--- config.mk ---
export PLATFORM = sky130hd
export DESIGN_NAME = mem_port_arbiter
export DESIGN_NICKNAME = d
export VERILOG_FILES = /design/src/rtl/mem_port_arbiter.sv
export SDC_FILE = /design/constraint.sdc
export NUM_CORES = 1
export LEC_CHECK = 0
export ABC_AREA = 1
export CAP_MARGIN = 15
export CORE_ASPECT_RATIO = 0.9
export CORE_MARGIN = 2
export CORE_UTILIZATION = 41
export CTS_CLUSTER_DIAMETER = 30
export DETAILED_ROUTE_END_ITERATION = 10
export GPL_ROUTABILITY_DRIVEN = 1
export PLACE_DENSITY = 0.86
export SETUP_SLACK_MARGIN = 0.2
export SYNTH_ARGS = -nofsm -noshare
export SYNTH_HDL_FRONTEND = slang
export SYNTH_SLANG_ARGS = --single-unit
--- constraint.sdc ---
create_clock -name clock -period 1.7 [get_ports clock]
set_input_delay 0.17 -clock clock [delete_from_list [all_inputs] [get_ports clock]]
set_output_delay 0.17 -clock clock [all_outputs]
set_load 0.01 [all_outputs]
--- src/rtl/mem_port_arbiter.sv ---
// mem_port_arbiter: shares one single-port synchronous memory between the
// instruction fetch unit (IFU) and the load/store unit (LSU). Requests are
// granted round-robin, one access is in flight at a time, and read data is
// returned to the granted client MEM_LAT cycles after the memory strobe.
module mem_port_arbiter #(
    parameter int unsigned ADDR_W  = 32,
    parameter int unsigned DATA_W  = 32,
    parameter int unsigned MEM_LAT = 1
) (
    input  logic              clock,
    input  logic              reset,

    // Instruction fetch client
    input  logic              ifu_req_valid,
    output logic              ifu_req_ready,
    input  logic [ADDR_W-1:0] ifu_addr,
    output logic              ifu_resp_valid,
    input  logic              ifu_resp_ready,
    output logic [DATA_W-1:0] ifu_resp_data,

    // Load/store client
    input  logic              lsu_req_valid,
    output logic              lsu_req_ready,
    input  logic [ADDR_W-1:0] lsu_addr,
    input  logic              lsu_wen,
    input  logic [DATA_W-1:0] lsu_wdata,
    input  logic [3:0]        lsu_wmask,
    output logic              lsu_resp_valid,
    input  logic              lsu_resp_ready,
    output logic [DATA_W-1:0] lsu_resp_data,

    // Memory port
    output logic              mem_valid,
    output logic              mem_wen,
    output logic [ADDR_W-1:0] mem_addr,
    output logic [DATA_W-1:0] mem_wdata,
    output logic [3:0]        mem_wmask,
    input  logic [DATA_W-1:0] mem_rdata
);

    typedef enum logic [1:0] {
        StIdle,
        StAccess,
        StWait,
        StResp
    } state_e;

    typedef enum logic {
        ClientIfu = 1'b0,
        ClientLsu = 1'b1
    } client_e;

    // WAIT runs for MEM_LAT cycles: the counter starts at MEM_LAT-1 and the
    // capture happens in the cycle it reads zero.
    localparam logic [2:0] LatInit = 3'(MEM_LAT - 1);

    // Sequential state
    state_e            state_q;
    client_e           last_grant_q;
    client_e           grant_q;
    logic              store_q;
    logic [2:0]        lat_cnt_q;
    logic [DATA_W-1:0] resp_data_q;
    logic              ifu_resp_valid_q;
    logic              lsu_resp_valid_q;
    logic              mem_valid_q;
    logic              mem_wen_q;
    logic [ADDR_W-1:0] mem_addr_q;
    logic [DATA_W-1:0] mem_wdata_q;
    logic [3:0]        mem_wmask_q;

    // Combinational arbitration and request selection
    client_e           grant_sel;
    logic              any_req;
    logic              accept;
    logic              resp_ready_sel;
    logic [ADDR_W-1:0] req_addr;
    logic              req_wen;
    logic [DATA_W-1:0] req_wdata;
    logic [3:0]        req_wmask;

    // Round-robin pick: a lone requester wins, a tie goes to the client not served last.
    always_comb begin
        any_req   = ifu_req_valid | lsu_req_valid;
        grant_sel = ClientIfu;
        if (ifu_req_valid && lsu_req_valid) begin
            grant_sel = (last_grant_q == ClientLsu) ? ClientIfu : ClientLsu;
        end else if (lsu_req_valid) begin
            grant_sel = ClientLsu;
        end
        // Ready is only offered from IDLE and never while reset is held.
        accept = reset && (state_q == StIdle) && any_req;
    end

    // Ready goes to the selected client only, so valid & ready is exactly accept.
    always_comb begin
        ifu_req_ready = accept && (grant_sel == ClientIfu);
        lsu_req_ready = accept && (grant_sel == ClientLsu);
    end

    // Mux the winning client's request fields; fetches are always plain reads.
    always_comb begin
        if (grant_sel == ClientLsu) begin
            req_addr  = lsu_addr;
            req_wen   = lsu_wen;
            req_wdata = lsu_wdata;
            req_wmask = lsu_wmask;
        end else begin
            req_addr  = ifu_addr;
            req_wen   = 1'b0;
            req_wdata = '0;
            req_wmask = 4'b0000;
        end
    end

    // Response acceptance from whichever client owns the current transaction.
    always_comb begin
        resp_ready_sel = (grant_q == ClientLsu) ? lsu_resp_ready : ifu_resp_ready;
    end

    // Main FSM with registered memory-port and response outputs.
    always_ff @(posedge clock) begin
        if (!reset) begin
            state_q          <= StIdle;
            last_grant_q     <= ClientLsu;
            grant_q          <= ClientIfu;
            store_q          <= 1'b0;
            lat_cnt_q        <= 3'd0;
            resp_data_q      <= '0;
            ifu_resp_valid_q <= 1'b0;
            lsu_resp_valid_q <= 1'b0;
            mem_valid_q      <= 1'b0;
            mem_wen_q        <= 1'b0;
            mem_addr_q       <= '0;
            mem_wdata_q      <= '0;
            mem_wmask_q      <= 4'b0000;
        end else begin
            unique case (state_q)
                StIdle: begin
                    if (accept) begin
                        grant_q      <= grant_sel;
                        last_grant_q <= grant_sel;
                        store_q      <= req_wen;
                        mem_valid_q  <= 1'b1;
                        mem_wen_q    <= req_wen;
                        mem_addr_q   <= req_addr;
                        mem_wdata_q  <= req_wdata;
                        mem_wmask_q  <= req_wmask;
                        state_q      <= StAccess;
                    end
                end
                StAccess: begin
                    // Single-cycle strobe: clear the port as we leave ACCESS.
                    mem_valid_q <= 1'b0;
                    mem_wen_q   <= 1'b0;
                    mem_addr_q  <= '0;
                    mem_wdata_q <= '0;
                    mem_wmask_q <= 4'b0000;
                    lat_cnt_q   <= LatInit;
                    state_q     <= StWait;
                end
                StWait: begin
                    if (lat_cnt_q == 3'd0) begin
                        resp_data_q      <= store_q ? '0 : mem_rdata;
                        ifu_resp_valid_q <= (grant_q == ClientIfu);
                        lsu_resp_valid_q <= (grant_q == ClientLsu);
                        state_q          <= StResp;
                    end else begin
                        lat_cnt_q <= lat_cnt_q - 3'd1;
                    end
                end
                StResp: begin
                    if (resp_ready_sel) begin
                        ifu_resp_valid_q <= 1'b0;
                        lsu_resp_valid_q <= 1'b0;
                        resp_data_q      <= '0;
                        state_q          <= StIdle;
                    end
                end
                default: begin
                    state_q <= StIdle;
                end
            endcase
        end
    end

    // Drive outputs from registers, forced to zero while reset is held.
    always_comb begin
        mem_valid      = reset && mem_valid_q;
        mem_wen        = reset && mem_wen_q;
        mem_addr       = reset ? mem_addr_q : '0;
        mem_wdata      = reset ? mem_wdata_q : '0;
        mem_wmask      = reset ? mem_wmask_q : 4'b0000;
        ifu_resp_valid = reset && ifu_resp_valid_q;
        lsu_resp_valid = reset && lsu_resp_valid_q;
        ifu_resp_data  = (reset && ifu_resp_valid_q) ? resp_data_q : '0;
        lsu_resp_data  = (reset && lsu_resp_valid_q) ? resp_data_q : '0;
    end

endmodule

==> metrics.yaml, run 1 <==
routing:
  postRouteWirelength_mm: 19.0
  drcViolationCount: 0
  dr_wl_met3_mm: 1.69
  drt_iter0_drc: 355
  num_vias: 6494
  met2RoutedLength_mm: 9.67
  wl_met1_mm: 7.03
  via_per_inst: 4.89
  antenna_left: 0
  wl_per_cell_um: 14.3
  first_pass_iters: 5
  topRoutingLayerUsed: "met5"
cts:
  htree_levels: 3
  insertion_delay_ns: 0.35
  cts_tree: "done"
  clkSinkCount: 112
  cts.clk_slew.worst_paths_ns: 0.07
  root_buffer: "clkbuf_16"
  cts_buffers: 9
  clock_path_buffers: 2
  hold_buffers: 0
run:
  max-cap-violations: 0
global_route:
  grt_use_total_pct: 24.3
  grt_pass1_vias: 5901
  grt.overflow.total: 0
  grt_pass1_wl_mm: 28.2
  grt_max_degree: 73
  grt_antenna_before_repair: 1
sta:
  hold_ws_ns: 0.133
  setup_slack_ns: 0.126
  fin_worst_skew_ns: 0.00959
  rsz0062_at_grt: "true"
  setup-violations-final: 0
  fin_crit_sh_pct: 92.6
  fmax_mhz: 635
  finalHoldViolations: 0
  period_needed_ns: 1.57
  slew_viol_final: 0
  worstMarginPinSlew_ns: 0.340
  relSlewSlack_pct: 77.3
floorplanning:
  die_y_um: 114
  die_area_um2: 14300
  io_pins: 277
  die_w_um: 126
  core-area_um2: 13200
  start_util_pct: 41.5
  fp-row-count: 40
worst_setup_path:
  crit_arrival_ns: 1.82
  required_ns: 1.94
  cp-end-kind: "register"
  crit_path_start_kind: "register"
  critical_path_class: "register to register"
  cp_max_fo: 8
pwr:
  power_density_nw_per_um2: 1260
  p_leak_nw: 4.90
  max-vdd-ir-drop_mv: 0.707
cells_and_area:
  final_common_cell: "nand2_1"
  drive_above_1_share_pct: 17.3
  fillerInstances: 1091
  area.growth.synth_to_final_pct: 68.3
  antenna_cells: 0
  multiInputGateArea_um2: 2840
  final_cell_area_um2: 9230
  ff_latch_area_um2: 2250
  final_cell_mix: "nand2_1, clkdlybuf4s50_1, inv_1, dfxtp_1, nor2_1"
  finalNetCount: 1301
place:
  port-buffer-count: 276
  pre_cts_ws_ns: -0.148
  place_hpwl_mm: 12.2
  placed_area_um2: 8510
  place_congestion: 0.828
min_path:
  min-delay-path-class: "input port to register"
logic_synthesis:
  synth_fp_nets: 1021
  synth-seq-area-share_pct: 40.9
  synth_cell_types: 22
  avgSynthCellArea_um2: 6.26
  ys_ff_latch: 112
  syn_inst: 876
  syn-cell-area_um2: 5480
  ys_warn_count: 0
run_status:
  status: "finished clean"
## power breakdown
part / internal [mW] / switching (mW)
combinational: 2.68 / 3.16
clock: 1.22 / 0.950
sequential: 3.33 / 0.302
total: 7.22 / 4.41
## what timing repair did
item | 4_1_cts | 5_1_grt
gates resized for setup | 225 | 150
buffers inserted | 9 | 1
cloned | 5 | 6
pin swaps | 14 | 12
endpoints found under the setup margin | 243 | 177
## cell usage after synthesis
cell,n,share of area (%)
buf_6,3,0.62
buf_2,28,2.6
nand4_1,1,0.11
o22ai_1,4,0.46
ha_1,6,1.4
nor2_2,1,0.11
inv_1,121,8.3
nand3_1,64,5.8
o21ai_1,26,2.4
clkbuf_1,17,1.2
a21oi_1,35,3.2
nor2_1,113,7.7
nand2_2,3,0.34
o21ai_0,47,4.3
buf_4,1,0.14
o21ai_2,1,0.16
buf_1,7,0.48
dfxtp_1,112,41
nand2_1,280,19
clkbuf_2,1,0.091
a21oi_4,1,0.30
inv_2,4,0.27
## layout make-up
class,count,area share [%]
repair inverters,1,0.0678
repair buffers,324,33.9
well taps,168,2.28
multi-input cells,583,30.8
clock inverters,4,0.583
inverters,125,5.22
clock buffers,11,2.74
flip-flops and latches,112,24.4
## worst paths after layout
path	cells past startpoint	start	slack, ns	end
max	11	state_q[0]$_SDFFE_PN0P_	0.13	resp_data_q[14]$_SDFFE_PN0P_
max reg2reg	11	state_q[0]$_SDFFE_PN0P_	0.13	resp_data_q[14]$_SDFFE_PN0P_
min reg2reg	1	lat_cnt_q[0]$_SDFFE_PN0P_	0.43	lat_cnt_q[0]$_SDFFE_PN0P_
min	3	reset	0.13	lsu_resp_valid_q$_SDFFE_PN0P_
## stage by stage
stage | util [%] | total power [mW] | instances | setup TNS, ns
2_1_floorplan | - | 6.23 | 876 | 0
3_3_place_gp | 64.4 | 7.94 | 1292 | -0.280
3_5_place_dp | 64.4 | 8.05 | 1292 | -0.886
4_1_cts | 68.7 | 10.9 | 1321 | 0
5_1_grt | 69.8 | 12.4 | 1328 | 0
6_report | 69.8 | 11.6 | 1328 | 0
## sequential cells by signal, summed over array words and instances (netlist names), 2 cells and up
name	count
mem_addr_q	32
mem_wdata_q	32
resp_data_q	32
mem_wmask_q	4
lat_cnt_q	3
state_q	2
## critical path, stage by stage, from the launching register on
cell     delay [ns]
dfxtp_2        0.34
inv_2          0.05
buf_6          0.11
ha_4           0.17
inv_6          0.07
nor2_4         0.04
a21oi_4        0.13
buf_6          0.13
buf_8          0.13
nand2_8        0.09
a21oi_2        0.13
nor2_1         0.07
## routing by layer
layer	track usage (%)	vias up
li1	-	3224
met1	26.6	2948
met2	43.7	284
met3	7.79	36
met4	10.3	2
met5	0	-
## kinds of logic after synthesis
family	count (synthesis)	share of synthesized area (%)
AND/OR/NAND/NOR	462	33.3
adder cells (fa/ha/maj)	6	1.37
AO/OA/AOI/OAI	114	10.8
buffers and inverters	182	13.6
flip-flops	112	40.9
No activity file was read; power rests on OpenSTA's default activity.
==> inputs of run 2 (changes only) <==
--- a/config.mk
+++ b/config.mk
@@ -5,15 +5,16 @@
 export SDC_FILE = /design/constraint.sdc
 export NUM_CORES = 1
 export LEC_CHECK = 0
-export ABC_AREA = 1
 export CAP_MARGIN = 15
+export CELL_PAD_IN_SITES_DETAIL_PLACEMENT = 1
+export CELL_PAD_IN_SITES_GLOBAL_PLACEMENT = 1
 export CORE_ASPECT_RATIO = 0.9
 export CORE_MARGIN = 2
-export CORE_UTILIZATION = 41
+export CORE_UTILIZATION = 28
 export CTS_CLUSTER_DIAMETER = 30
 export DETAILED_ROUTE_END_ITERATION = 10
 export GPL_ROUTABILITY_DRIVEN = 1
-export PLACE_DENSITY = 0.86
+export PLACE_DENSITY = 0.84
 export SETUP_SLACK_MARGIN = 0.2
 export SYNTH_ARGS = -nofsm -noshare
 export SYNTH_HDL_FRONTEND = slang
==> metrics.yaml, run 2 <==
pwr:
  p_sw_mw: 4.23  # -4.0%
  max-vdd-ir-drop_mv: 0.599  # -15%
  p_clk_share_pct: 17.1  # -1.5 points
  p_leak_nw: 4.78  # -2.3%
  p_int_mw: 8.37  # +16%
  power_density_nw_per_um2: 1290  # +2.2%
  switching_share_pct: 33.6  # -4.3 points
  p_seq_share_pct: 28.5  # -2.7 points
  comb_power_share_pct: 54.4  # +4.2 points
logic_synthesis:
  synth_common_cells: "dfxtp_1, and2_1, and3_1, nand2_1, mux2i_1"
  synth-async-reset-ratio_pct: 0  # unchanged
  synth_area_leader_cell: "dfxtp_1"
  ys_warn_count: 0  # unchanged
  synth_top_area_share_pct: 42.4  # +1.5 points
  syn-cell-area_um2: 5290  # -3.5%
  synth_fp_nets: 701  # -31%
  ys_ff_latch: 112  # unchanged
  synth.area.top_cells: "dfxtp_1, mux2i_1, and2_1"
  avgSynthCellArea_um2: 9.51  # +52%
  synth_most_common_cell: "dfxtp_1"
  ys.flop_type: "dfxtp_1"
  synth-seq-area-share_pct: 42.4  # +1.5 points
  synth_cell_types: 36  # +64%
  synth_enable_flop_cells: 0  # unchanged
  syn_inst: 556  # -37%
worst_setup_path:
  cp-end-kind: "register"
  crit_path_start_kind: "register"
  critPathTopFamily: "flip-flops"
  cp_max_fo: 7  # -1
  required_ns: 1.93  # about the same
  crit_buf_inv: 2  # -3
  crit_chain: "buf_6 -> ha_4 -> nor2b_4 -> a211o_4 -> buf_4 -> mux2_4"
  crit_arrival_ns: 1.92  # +0.10 ns
  slowest_delay_ns: 0.35  # about the same
  slowest_stage: "dfxtp_2"
  critical_path_class: "register to register"
cells_and_area:
  fin_util_pct: 53.0  # -17 points
  final_common_cell: "clkdlybuf4s50_1"
  area.growth.synth_to_final_pct: 85.0
  drive_above_1_share_pct: 23.3  # +6.0 points
  final_cell_mix: "clkdlybuf4s50_1, dfxtp_1, dlygate4sd2_1, and2_1, nand2_1"
  finalNetCount: 1020  # -22%
  reg_top3: "mem_addr_q x32, mem_wdata_q x32, resp_data_q x32"
  antenna_cells: 0  # unchanged
place:
  place_hpwl_mm: 13.6  # +11%
  place_congestion: 0.746  # -9.9%
  port-buffer-count: 276  # unchanged
routing:
  via_per_inst: 4.86  # -0.66%
  num_vias: 5460  # -16%
  first_pass_iters: 4  # -1
  drt_iter0_drc: 170  # -52%
  drcViolationCount: 0  # unchanged
  antenna_left: 0  # unchanged
  postRouteWirelength_mm: 21.8  # +15%
  wl_per_cell_um: 19.4  # +36%
cts:
  clkSinkCount: 112  # unchanged
  cts_tree: "done"
  root_buffer: "clkbuf_16"
  clock_path_buffers: 2  # unchanged
  hold_buffers: 0  # unchanged
  cts_buffers: 9  # unchanged
  insertion_delay_ns: 0.35  # about the same
  cts.clk_slew.worst_paths_ns: 0.08  # about the same
  htree_levels: 3  # unchanged
sta:
  setup-violations-final: 0  # unchanged
  slew_viol_final: 0  # unchanged
  hold_ws_ns: 0.152  # +0.0188 ns
  rsz0062_at_grt: "true"
  fmax_mhz: 594  # -6.4%
  worstMarginPinSlew_ns: 0.334  # -0.00668 ns
  fin_worst_skew_ns: 0.00940  # -0.000197 ns
  relSlewSlack_pct: 77.1  # -0.19 points
  fin_crit_sh_pct: 99.0  # +6.4 points
  period_needed_ns: 1.68  # +0.108 ns
  finalHoldViolations: 0  # unchanged
floorplanning:
  fp-row-count: 47  # +18%
  core-area_um2: 18500  # +40%
  start_util_pct: 28.6  # -13 points
  die_y_um: 134  # +18%
  io_pins: 277  # unchanged
  die_w_um: 149  # +18%
  die_area_um2: 20000  # +40%
global_route:
  grt_max_degree: 42  # -42%
  grt_antenna_before_repair: 0  # -1
  grt_pass1_vias: 5859  # -0.71%
  grt.overflow.total: 0  # unchanged
  grt_use_total_pct: 20.8  # -3.6 points
  grt_pass1_wl_mm: 32.1  # +14%
run_status:
  status: "finished clean"
run:
  max-cap-violations: 0  # unchanged
min_path:
  min-delay-path-class: "input port to register"
-- run 2: cell type report --
type                       count  area, um2
clock buffer                   9        225
clock inverter                 6       68.8
fill                        2057       8690
inverter                       7       31.3
multi-input combinational    384       3140
sequential                   112       2250
tap                          245        307
timing repair buffer         361       3760
-- run 2: path summary, 6_finish.rpt --
check	cells after the start	slack, ns	endpoint	from
setup reg to reg	6	0.02	lsu_resp_valid_q$_SDFFE_PN0P_	state_q[1]$_SDFFE_PN0P_
hold reg to reg	2	0.48	resp_data_q[13]$_SDFFE_PN0P_	resp_data_q[13]$_SDFFE_PN0P_
setup / recovery	6	0.02	lsu_resp_valid_q$_SDFFE_PN0P_	state_q[1]$_SDFFE_PN0P_
hold / removal	3	0.15	resp_data_q[27]$_SDFFE_PN0P_	reset
-- run 2: power groups by stage --
stage / combinational, mW / sequential (mW) / clock, mW
floorplan: 2.39 / 3.51 / 0
global placement: 3.97 / 3.57 / 0
detailed placement: 4.07 / 3.61 / 0
CTS: 6.17 / 3.56 / 2.22
global route: 7.25 / 3.66 / 2.30
finish: 6.86 / 3.59 / 2.16
-- run 2: repair_timing --
action	CTS	global route
cloned	15	2
pin swaps	29	17
endpoints found under the hold margin	0	0
resized for setup	264	91
setup buffers	20	9
endpoints found under the setup margin	244	142
-- run 2: metal layers --
layer  GRT usage [%]  vias up  routed length, um
met5               0        -                  0
met4            6.30        0                513
met3            5.99       32               1460
met2            38.3      212              11200
met1            23.0     2629               8560
li1                -     2587                  -
-- run 2: cell families after synthesis --
| kind of cell | count (synthesis) | synth area share (%) |
|---|---|---|
| adder cells (fa/ha/maj) | 6 | 1.42 |
| AO/OA/AOI/OAI | 85 | 13.8 |
| buffers and inverters | 60 | 6.11 |
| AND/OR/NAND/NOR | 225 | 23.4 |
| flip-flops | 112 | 42.4 |
| multiplexers | 68 | 12.9 |
-- run 2: worst min-delay path, delay by kind of cell --
family	cells	cell delay (ns)
buffers and inverters	1	0.15
and+or+nand+nor	1	0.08
muxes	1	0.06
-- run 2: through the flow --
| stage | setup WS [ns] | TNS, ns | instances | power, mW | instance area (um2) |
|---|---|---|---|---|---|
| after global routing | -0.0529 | -0.0750 | 1124 | 13.2 | 9780 |
| final | 0.0173 | 0 | 1124 | 12.6 | 9780 |
| after floorplan | 0.153 | 0 | 556 | 5.90 | 5300 |
| after CTS | 0.0380 | 0 | 1113 | 12.0 | 9550 |
| after detailed placement | -0.120 | -4.84 | 1063 | 7.68 | 8520 |
| after global placement | -0.0870 | -2.78 | 1063 | 7.54 | 8520 |
==> inputs of run 3 (changes only) <==
--- a/config.mk
+++ b/config.mk
@@ -9,7 +9,6 @@
 export CELL_PAD_IN_SITES_DETAIL_PLACEMENT = 1
 export CELL_PAD_IN_SITES_GLOBAL_PLACEMENT = 1
 export CORE_ASPECT_RATIO = 0.9
-export CORE_MARGIN = 2
 export CORE_UTILIZATION = 28
 export CTS_CLUSTER_DIAMETER = 30
 export DETAILED_ROUTE_END_ITERATION = 10
==> metrics.yaml, run 3 (synthesized netlist as in run 2, its figures left out) <==
cts:
  root_buffer: "clkbuf_16"
  htree_levels: 3  # unchanged
  cts.clk_slew.worst_paths_ns: 0.07  # about the same
  hold_buffers: 0  # unchanged
  insertion_delay_ns: 0.35  # about the same
  clock_path_buffers: 2  # unchanged
  cts_tree: "done"
  clkSinkCount: 112  # unchanged
  cts_buffers: 9  # unchanged
cells_and_area:
  final_cell_area_um2: 9880  # +1.0%
  final_common_cell: "clkdlybuf4s50_1"
  reg_top3: "mem_addr_q x32, mem_wdata_q x32, resp_data_q x32"
  fillerInstances: 2010  # -2.3%
  area.growth.synth_to_final_pct: 86.9
  drive_above_1_share_pct: 23.8  # +0.43 points
  finalNetCount: 1004  # -1.6%
  final_cell_mix: "clkdlybuf4s50_1, dfxtp_1, dlygate4sd2_1, and2_1, and3_1"
  antenna_cells: 0  # unchanged
worst_setup_path:
  crit_path_start_kind: "register"
  crit_arrival_ns: 1.95  # +0.03 ns
  cp-end-kind: "register"
  rrSetupSlack_ns: 0.02  # about the same
  reg2regPathDepth: 7  # +1
  critical_path.most_common_cell: "buf_6"
  r2r_start: "state_q[1]$_SDFFE_PN0P_"
  crit_chain: "buf_6 -> ha_4 -> nor2b_4 -> a211o_4 -> buf_6 -> buf_16 -> mux2i_1"
  critical_path_class: "register to register"
  slowest_stage: "a211o_4"
  rr_endpoint: "resp_data_q[0]$_SDFFE_PN0P_"
  required_ns: 1.97  # +0.04 ns
  cp_max_fo: 8  # +1
  slowest_delay_ns: 0.40  # +0.05 ns
routing:
  topRoutingLayerUsed: "met4"
  antenna_left: 0  # unchanged
  postRouteWirelength_mm: 20.9  # -3.9%
  wl_met1_mm: 8.39  # -1.9%
  met2RoutedLength_mm: 10.7  # -5.1%
  via_per_inst: 4.79  # -1.4%
  drt_iter0_drc: 126  # -26%
  drcViolationCount: 0  # unchanged
  num_vias: 5307  # -2.8%
  dr_wl_met3_mm: 1.41  # -3.3%
  first_pass_iters: 4  # unchanged
  wl_per_cell_um: 18.9  # -2.5%
sta:
  finalHoldViolations: 0  # unchanged
  setup-violations-final: 0  # unchanged
  fin_worst_skew_ns: 0.0123  # +0.00288 ns
  rsz0062_at_grt: "true"
  hold_ws_ns: 0.273  # +0.121 ns
  fin_crit_sh_pct: 98.9  # about the same
  worstMarginPinSlew_ns: 0.321  # -0.0128 ns
  period_needed_ns: 1.68  # -0.00151 ns
  fmax_mhz: 595  # about the same
  relSlewSlack_pct: 78.0  # +0.88 points
  setup_slack_ns: 0.0189  # +0.00151 ns
  slew_viol_final: 0  # unchanged
pwr:
  p_sw_mw: 4.25  # +0.48%
  comb_power_share_pct: 52.6  # -1.8 points
  power_density_nw_per_um2: 1300  # +0.61%
  power.total_mw: 12.8  # +1.6%
  max-vdd-ir-drop_mv: 0.673  # +12%
  p_leak_nw: 4.72  # -1.3%
  switching_share_pct: 33.2  # -0.38 points
  p_int_mw: 8.56  # +2.2%
  p_seq_share_pct: 28.2  # -0.3 points
  p_clk_share_pct: 19.2  # +2.1 points
min_path:
  hold_depth: 3  # unchanged
  min-delay-path-class: "input port to register"
  hold_path_end: "last_grant_q$_SDFFE_PN1P_"
  min_from: "reset"
global_route:
  grt_max_degree: 56  # +33%
  grt.overflow.total: 0  # unchanged
  grt_antenna_before_repair: 0  # unchanged
  grt_pass1_wl_mm: 30.2  # -5.7%
  grt_use_total_pct: 19.8  # -0.94 points
  grt_pass1_vias: 5529  # -5.6%
place:
  pre_cts_ws_ns: -0.113  # +0.00654 ns
  place_congestion: 0.750  # +0.48%
  place_hpwl_mm: 12.8  # -5.7%
  placed_area_um2: 8490  # -0.32%
  port-buffer-count: 276  # unchanged
floorplanning:
  core-area_um2: 18500  # unchanged
  die_y_um: 132  # -1.5%
  fp-row-count: 47  # unchanged
  die_w_um: 147  # -1.3%
  die_area_um2: 19400  # -2.8%
  io_pins: 277  # unchanged
  start_util_pct: 28.6  # unchanged
run_status:
  status: "finished clean"
run:
  max-cap-violations: 0  # unchanged
-- run 3: cell types whose count changed in the layout (fill, tap and decap cells not counted), sizes merged --
cell,previous run,this run
dlygate4sd2,92,77
bufbuf,2,0
clkdlybuf4s50,137,136
clkdlybuf4s15,10,31
inv,8,9
dlymetal6s2s,0,1
buf,98,72
clkinvlp,4,1
bufinv,1,3
clkbuf,31,37
-- run 3: routing by layer --
layer,track usage (%),vias up
met1,22.5,2525
met5,0,-
met2,35.2,201
met4,7.18,0
li1,-,2552
met3,5.61,29
-- run 3: worst max-delay path by stage --
stage	from	to	slack [ns]	cells past startpoint
finish	state_q[1]$_SDFFE_PN0P_	resp_data_q[0]$_SDFFE_PN0P_	0.02	7
global route	state_q[1]$_SDFFE_PN0P_	resp_data_q[13]$_SDFFE_PN0P_	-0.03	7
CTS	state_q[1]$_SDFFE_PN0P_	resp_data_q[4]$_SDFFE_PN0P_	0.08	6
detailed placement	ifu_req_valid	lsu_req_ready	-0.11	4
global placement	ifu_req_valid	lsu_req_ready	-0.09	4
floorplan	state_q[1]$_SDFFE_PN0P_	mem_addr_q[0]$_SDFFE_PN0P_	0.15	7
-- run 3: power by group through the flow --
| stage | Combinational, mW | Sequential, mW | Clock (mW) |
|---|---|---|---|
| after global routing | 7.11 | 3.69 | 2.62 |
| after CTS | 5.44 | 3.58 | 2.53 |
| after floorplan | 2.39 | 3.51 | 0 |
| final | 6.74 | 3.61 | 2.46 |
| after global placement | 3.96 | 3.57 | 0 |
| after detailed placement | 4.04 | 3.60 | 0 |
-- run 3: timing repair --
item                       CTS  global route
resized for setup          217           170
gates cloned                11             7
buffers inserted            16             3
pin swaps                   28            43
setup endpoints to repair  244           167
-- run 3: area by class of cell --
class | instances | area, um2 | area share (%)
multi-input cells | 384 | 3300 | 33.4
flip-flops and latches | 112 | 2260 | 22.9
clock buffers | 9 | 225 | 2.28
inverters | 7 | 28.8 | 0.291
well taps | 245 | 307 | 3.10
repair buffers | 345 | 3650 | 36.9
clock inverters | 6 | 115 | 1.17
-- run 3: critical path: cells and delay by family, from the launching register on --
kind / cells / cell delay [ns]
buffers and inverters: 3 / 0.42
AO/OA/AOI/OAI: 1 / 0.40
flip-flops: 1 / 0.33
adder cells (fa/ha/maj): 1 / 0.16
multiplexers: 1 / 0.16
AND/OR/NAND/NOR: 1 / 0.13
-- run 3: stage by stage --
step | util (%) | std cells | setup TNS (ns)
6_report | 53.5 | 1108 | 0
5_1_grt | 53.5 | 1108 | -0.151
4_1_cts | 50.1 | 1098 | 0
3_5_place_dp | 46.0 | 1056 | -3.23
3_3_place_gp | 46.0 | 1056 | -1.62
2_1_floorplan | - | 556 | 0
